===== config.mk =====
export PLATFORM = sky130hd
export DESIGN_NAME = data_mem_lsu
export DESIGN_NICKNAME = d
export VERILOG_FILES = /design/src/rtl/data_mem_lsu_pkg.sv /design/src/rtl/data_mem_lsu.sv
export SDC_FILE = /design/constraint.sdc
export NUM_CORES = 1
export LEC_CHECK = 0
export ABC_AREA = 1
export CAP_MARGIN = 40
export CORE_MARGIN = 8
export CORE_UTILIZATION = 42
export DETAILED_ROUTE_END_ITERATION = 6
export PLACE_DENSITY = 0.92
export SLEW_MARGIN = 20
export SYNTH_ARGS = -nofsm -noshare
export SYNTH_HDL_FRONTEND = slang
export SYNTH_SLANG_ARGS = --single-unit

===== constraint.sdc =====
create_clock -name clk -period 1.8 [get_ports clk]
set_input_delay 0.27 -clock clk [delete_from_list [all_inputs] [get_ports clk]]
set_output_delay 0.27 -clock clk [all_outputs]
set_load 0.01 [all_outputs]

===== src/rtl/data_mem_lsu_pkg.sv =====
// Shared definitions for the data-memory load/store unit.
//   mem_in_s    : request/handshake bundle driven toward data_mem
//   mem_out_s   : handshake/read-data bundle returned by data_mem
//   lsu_state_e : LSU sequencing states
//   load_extend : shapes raw read data into the 32-bit load result
package data_mem_lsu_pkg;

  typedef struct packed {
    logic        valid;
    logic        wen;
    logic        byte_not_word;
    logic [31:0] write_data;
    logic        yumi;
  } mem_in_s;

  typedef struct packed {
    logic        valid;
    logic        yumi;
    logic [31:0] read_data;
  } mem_out_s;

  typedef enum logic [1:0] {
    IDLE = 2'd0,
    REQ  = 2'd1,
    WAIT = 2'd2
  } lsu_state_e;

  function automatic logic [31:0] load_extend(input logic [31:0] data,
                                              input logic        is_byte,
                                              input logic        sign_ext);
    logic [31:0] res;
    if (!is_byte)
      res = data;
    else if (sign_ext)
      res = {{24{data[7]}}, data[7:0]};
    else
      res = {24'b0, data[7:0]};
    return res;
  endfunction

endpackage


===== src/rtl/data_mem_lsu.sv =====
// Load/store unit between the core execute stage and the data_mem port.
// Latches a one-cycle core request, runs the valid/yumi handshake with
// data_mem, and returns a one-cycle response (with byte sign-extension on
// loads). Misaligned word accesses are answered with an error response
// without touching memory.
//
// Ports:
//   clk, reset            clock; synchronous active-low reset
//   req_valid_i           core request strobe (sampled only in IDLE)
//   req_wen_i             1 = store, 0 = load
//   req_byte_i            1 = byte access, 0 = word access
//   req_signed_i          sign-extend byte loads
//   req_addr_i            byte address
//   req_wdata_i           store data (byte stores use [7:0])
//   stall_o               request in flight
//   resp_valid_o          one-cycle completion pulse
//   resp_data_o           load result, 0 for stores and errors
//   resp_err_o            misaligned word access
//   mem_port_flat_o       mem_in_s toward data_mem
//   mem_addr_o            address toward data_mem
//   mem_port_flat_i       mem_out_s from data_mem
//
// state | meaning
// IDLE  | no transaction; accepts core requests
// REQ   | mem_in.valid high, waiting for data_mem yumi
// WAIT  | request accepted, waiting for data_mem valid
module data_mem_lsu
  import data_mem_lsu_pkg::*;
#(
  parameter int addr_width_p = 12
) (
  input  logic                          clk,
  input  logic                          reset,
  input  logic                          req_valid_i,
  input  logic                          req_wen_i,
  input  logic                          req_byte_i,
  input  logic                          req_signed_i,
  input  logic [addr_width_p-1:0]       req_addr_i,
  input  logic [31:0]                   req_wdata_i,
  output logic                          stall_o,
  output logic                          resp_valid_o,
  output logic [31:0]                   resp_data_o,
  output logic                          resp_err_o,
  output logic [$bits(mem_in_s)-1:0]    mem_port_flat_o,
  output logic [addr_width_p-1:0]       mem_addr_o,
  input  logic [$bits(mem_out_s)-1:0]   mem_port_flat_i
);

  lsu_state_e state_r, state_n;

  logic                    wen_r;
  logic                    byte_r;
  logic                    signed_r;
  logic [addr_width_p-1:0] addr_r;
  logic [31:0]             wdata_r;

  logic                    resp_valid_r;
  logic                    resp_err_r;
  logic [31:0]             resp_data_r;

  mem_in_s  mem_in;
  mem_out_s mem_out;
  logic     misaligned;

  assign mem_out    = mem_port_flat_i;
  assign misaligned = ~req_byte_i & (req_addr_i[1:0] != 2'b00);

  always_ff @(posedge clk) begin
    if (!reset)
      state_r <= IDLE;
    else
      state_r <= state_n;
  end

  always_comb begin
    state_n              = state_r;
    mem_in               = '0;
    mem_in.wen           = wen_r;
    mem_in.byte_not_word = byte_r;
    mem_in.write_data    = wdata_r;
    case (state_r)
      IDLE: begin
        if (req_valid_i && !misaligned)
          state_n = REQ;
      end
      REQ: begin
        mem_in.valid = 1'b1;
        if (mem_out.yumi)
          state_n = WAIT;
      end
      WAIT: begin
        // valid stays low here so data_mem cannot re-accept the request
        // when it returns to its own idle state.
        if (mem_out.valid) begin
          mem_in.yumi = 1'b1;
          state_n     = IDLE;
        end
      end
      default: state_n = IDLE;
    endcase
  end

  // Request latch and response registers. The response is a single-cycle
  // pulse; data and error are cleared whenever no response is presented.
  always_ff @(posedge clk) begin
    if (!reset) begin
      wen_r        <= 1'b0;
      byte_r       <= 1'b0;
      signed_r     <= 1'b0;
      addr_r       <= '0;
      wdata_r      <= '0;
      resp_valid_r <= 1'b0;
      resp_err_r   <= 1'b0;
      resp_data_r  <= '0;
    end else begin
      resp_valid_r <= 1'b0;
      resp_err_r   <= 1'b0;
      resp_data_r  <= '0;
      case (state_r)
        IDLE: begin
          if (req_valid_i) begin
            if (misaligned) begin
              resp_valid_r <= 1'b1;
              resp_err_r   <= 1'b1;
            end else begin
              wen_r    <= req_wen_i;
              byte_r   <= req_byte_i;
              signed_r <= req_signed_i;
              addr_r   <= req_addr_i;
              wdata_r  <= req_wdata_i;
            end
          end
        end
        WAIT: begin
          if (mem_out.valid) begin
            resp_valid_r <= 1'b1;
            resp_data_r  <= wen_r ? 32'h0
                                  : load_extend(mem_out.read_data, byte_r, signed_r);
          end
        end
        default: ;
      endcase
    end
  end

  assign stall_o         = (state_r != IDLE);
  assign resp_valid_o    = resp_valid_r;
  assign resp_err_o      = resp_err_r;
  assign resp_data_o     = resp_data_r;
  assign mem_addr_o      = addr_r;
  assign mem_port_flat_o = mem_in;

endmodule


; ---- After elaboration in Yosys (flattened, before gate mapping)
; Cells that the tools add are included.
[word_totals]
in_bits = 84
out_inout_bits = 83
register_bits = 83
[op_classes]
muxes = 12
reduce_logical = 9
eq_ne = 5
bitwise = 6
[op_table]
columns = op, n
row1 = 32-bit two-way mux, 2
row2 = 2-bit two-way mux, 3
row3 = 2-bit != test (second input constant), 3
row4 = 2-bit one-hot mux with 3 select lines, 1
row5 = 3-bit AND reduction, 2
row6 = 1-bit two-way mux, 5
row7 = 1-bit inverter, 5
row8 = 2-bit nonzero test, 2
row9 = 4-bit OR reduction, 1
row10 = 2-bit by 1-bit equality test with 1-bit output (second input constant), 1
row11 = 2-bit equality test (second input constant), 1
row12 = 2-bit logical NOT, 1
row13 = 1-bit one-hot mux with 2 select lines, 1
row14 = 2-bit AND reduction, 1
row15 = 1-bit AND, 1
row16 = 1-bit logical AND, 1
row17 = 1-bit logical NOT, 1

; ---- Longest topological paths before layout
[depth]
depth_word = 6
depth_mapped = 8

; ---- Least setup slack after synthesis
; Ideal clock, no wire load.
[synth_timing]
kind = reg-to-reg
startpoint = reg state_r[0]
endpoint = reg addr_r[10] (netlist: mem_addr_o[10])
synth_period_minus_slack_ns = 1.134
slack_ns = 0.666
n_path_buf = 2
required_ns = 1.686
path_stages_with_launch = 9
setup_time_ns = 0.114
arrival_ns = 1.020
cell_sequence = dfxtp_1 > inv_2 > nand2_4 > nor2_4 > buf_6 > buf_6 > nand3b_1 > nand2_1 > nor2_2
[synth_between]
elab_chain_len = 2
[synth_rtl]
columns = element, line_no
row1 = start: declaration, data_mem_lsu.sv:49  ; lsu_state_e state_r, state_n;
row2 = start signal: assignment, data_mem_lsu.sv:72  ; state_r <= state_n;
row3 = 2-bit logical NOT, data_mem_lsu.sv:119  ; case (state_r)
row4 = 3-bit AND reduction (no source line), --
row5 = end signal: assignment, data_mem_lsu.sv:129  ; addr_r <= req_addr_i;
row6 = end: declaration, data_mem_lsu.sv:54  ; logic [addr_width_p-1:0] addr_r;
; Every way passes these cells.
; A chain may end at the register's enable or synchronous reset.

; ---- Worst setup path after layout
[layout_timing]
startpoint = reg state_r[0]
endpoint = out stall_o
[layout_between]
elab_chain_len = 1
[layout_rtl]
columns = element, line_no
row1 = 2-bit nonzero test, data_mem_lsu.sv:146  ; assign stall_o = (state_r != IDLE);
row2 = end: declaration, data_mem_lsu.sv:40  ; output logic stall_o,
; Every way passes these cells.

==> summary.md <==
| Metric | Value |
|---|---|
| Status | `finished clean` |
| Initial Util | `42.25%` |
| Crit path DAT | `1490 ps` |
| Rows | `32` |
| Vias in the first global route | `3080` |
| Hold endpoint | `state_r[1]$_SDFFE_PN0P_` |
| Die area | `10660 µm²` |
| Final setup vio count | `0` |
| Place WS | `-2.578 ps` |
| #FFs+latches synth | `83` |
| Crit. Startpoint | `state_r[0]$_SDFFE_PN0P_` |
| Final slew viol count | `0` |
| I/O pins | `167` |
| Area leader, netlist | `dfxtp_1` |
| Final hold viol count | `0` |
| Worst-path clk slew | `80 ps` |
| Fin area | `5094 µm²` |
| Area Overhead vs Synth | `59.33%` |
| Yosys warnings | `0` |
| Setup WS post-layout | `40.97 ps` |
| Number of post-CTS setup repair buffers | `0` |
| GRT Total Usage | `18.23%` |
| R2R cell count | `5` |
| Share of the synthesized area in the top cell type | `51.98%` |
| Synthesized area | `3197 µm²` |
| Share of post-route cells with drive strength above 1 | `7.540%` |
| DR vias/cell | `4.598` |
| Sinks on Clock Net | `83` |
| Drt pass-1 iters | `4` |
| R2R Setup Slk | `330 ps` |
| Minimum clock period | `1759 ps` |
| Finished Layout Cells | `659` |
| Cells after synthesis | `393` |
| Worst VDD drop | `0.4831 mV` |
| Slew Limit Headroom | `60.78%` |
| WL final | `9.812 mm` |
| Vias | `3030` |
| Number of buffers created by CTS | `9` |
| Worst reg2reg startpoint | `state_r[1]$_SDFFE_PN0P_` |
| Core ar. | `7567 µm²` |
| Final Power | `4.049 mW` |
| Max Cap Violations | `0` |
| Routed Antenna Nets | `0` |
| Critical path type | `flip-flop to output pin` |
| Hold_buf cts | `0` |
| WL/cell | `14.89 µm` |
| Die width | `103.2 µm` |
| DIE HEIGHT | `103.2 µm` |
| NumNets Final | `636` |
| Crit share post-route | `97.72%` |
| Sequential share of the synthesized area | `51.98%` |
| Hold path start | `reset` |
| Placer Congestion | `0.7669` |
| Ys flop type | `dfxtp_1` |
| H-tree depth | `3` |
| Ys async rst share | `0%` |
| Final core utilization | `67.31%` |
| # DRC | `0` |
| Required time worst endpoint | `1530 ps` |
| Worst R2R End | `resp_data_o[29]$_SDFF_PP0_` |
| Clock root buffer | `clkbuf_8` |
| Mean post-synth cell area | `8.134 µm²` |
| Clock latency on the worst-skew pair | `340 ps` |
| Crit path max fanout | `4` |
| Clock Skew | `9.288 ps` |
| Hold path cells | `3` |
| Leakage | `2.122 nW` |
| Top cells by area, synth | `dfxtp_1 52%, nor2_1 12%, nand3b_1 11%, nand2_1 9.0%, a21oi_1 4.1%` |
| Number of synthesized flops with an enable pin | `0` |
| DR iter-0 viols | `113` |
| RSZ-0062 raised after global routing | `false` |
| Worst slew pin tran | `586.2 ps` |
| Fillers | `587` |
| Placed cells | `643` |
| Startpoint types | `flip-flop` |
| Dpl cell area | `4913 µm²` |
| # diodes | `0` |
| Port buffer count | `166` |
| Worst Setup End Kind | `output pin` |
| Syn Nets | `477` |
| CTS tree | `yes` |
| Hold/Removal Path Class | `input pin to flip-flop` |
| Largest net degree at the start of global routing | `50` |
| DPL Wire Length | `7.346 mm` |
| Fmax | `0.5685 GHz` |
| Synth unique cells | `21` |
| CTS max path bufs | `2` |
| Initial antenna violation count | `0` |
| Grt total ovfl | `0` |
| PD cells | `794.8 nW/µm²` |
| First-pass GRT wire length | `15.01 mm` |
[state kept, by name (all words and copies together), names as in the netlist]
name,cells
resp_data_o,32
wdata_r,32
mem_addr_o,12
resp_valid_o,1
signed_r,1
state_r,2
byte_r,1
wen_r,1
resp_err_o,1
[layer usage]
| layer | track usage [%] | wire length, µm | up-vias |
|---|---|---|---|
| met4 | 8.899 | 219 | 0 |
| met5 | 0 | 0 | - |
| met3 | 5.355 | 768 | 14 |
| li1 | - | - | 1547 |
| met2 | 32.06 | 5009 | 111 |
| met1 | 19.56 | 3814 | 1358 |
[critical path, stage by stage, from the launching register on]
cell,delay [ps]
dfxtp_1,400
inv_2,100
nand2_4,90
clkdlybuf4s50_1,560
[Yosys cell counts (3+ instances only)]
cell      instances
buf_6             8
nand3b_1         46
inv_1            13
buf_2             8
nor2_1          102
dfxtp_1          83
nor2_2            4
buf_1             3
clkbuf_1          6
a21oi_1          26
nand3_1           3
inv_2             3
nand2_1          77
[cells in the final DEF, fill, tap and decap left out, drive strengths merged]
cell | netlist | layout
clkinvlp | 0 | 2
dfxtp | 83 | 83
clkdlybuf4s50 | 0 | 163
nand3b | 46 | 46
nor2 | 108 | 108
a21oi | 26 | 26
inv | 16 | 19
o21bai | 1 | 1
clkinv | 0 | 2
nand2 | 79 | 79
clkbuf | 8 | 9
nor3 | 1 | 1
dlygate4sd2 | 0 | 2
buf | 21 | 12
nand3 | 4 | 4
[metrics by stage]
step                hold slack, ps  TNS, ps
floorplan                    382.2        0
CTS                          211.6        0
global route                 220.5        0
global placement             462.6    -6832
finish                       227.2        0
detailed placement           472.6   -2.578
[what timing repair did]
| item | 4_1_cts | 5_1_grt |
|---|---|---|
| resized for setup | 2 | 0 |
| setup endpoints to repair | 2 | 0 |
| hold endpoints to repair | 0 | 0 |
[power by group]
part / internal (mW) / switching, mW / leakage, nW
registers: 1.93 / 0.0525 / 0.679
clock network: 0.521 / 0.716 / 0.0868
logic: 0.464 / 0.362 / 1.36
total: 2.92 / 1.13 / 2.12
[worst max path at each step]
stage	to	slack (ps)	depth (start not counted)
3_3_place_gp	signed_r$_SDFFE_PN0P_	-200	5
4_1_cts	stall_o	20	3
6_report	stall_o	40	3
2_1_floorplan	mem_addr_o[10]$_SDFFE_PN0P_	670	8
5_1_grt	stall_o	1	3
3_5_place_dp	mem_port_flat_o[0]	-3	4
[final cells by class]
class / count / area [µm²] / area share (%)
timing repair buffer: 177 / 1782 / 34.98
sequential: 83 / 1662 / 32.62
inverter: 16 / 60.06 / 1.179
tap: 102 / 127.6 / 2.506
multi-input combinational: 265 / 1280 / 25.13
clock inverter: 7 / 58.81 / 1.155
clock buffer: 9 / 123.9 / 2.432
[cells by family after synthesis]
group	count (synthesis)	synth area share (%)
buf+inv	45	8.337
compound gates	27	4.305
simple gates	238	35.38
flops	83	51.98
No activity file was read; power rests on OpenSTA's default activity.
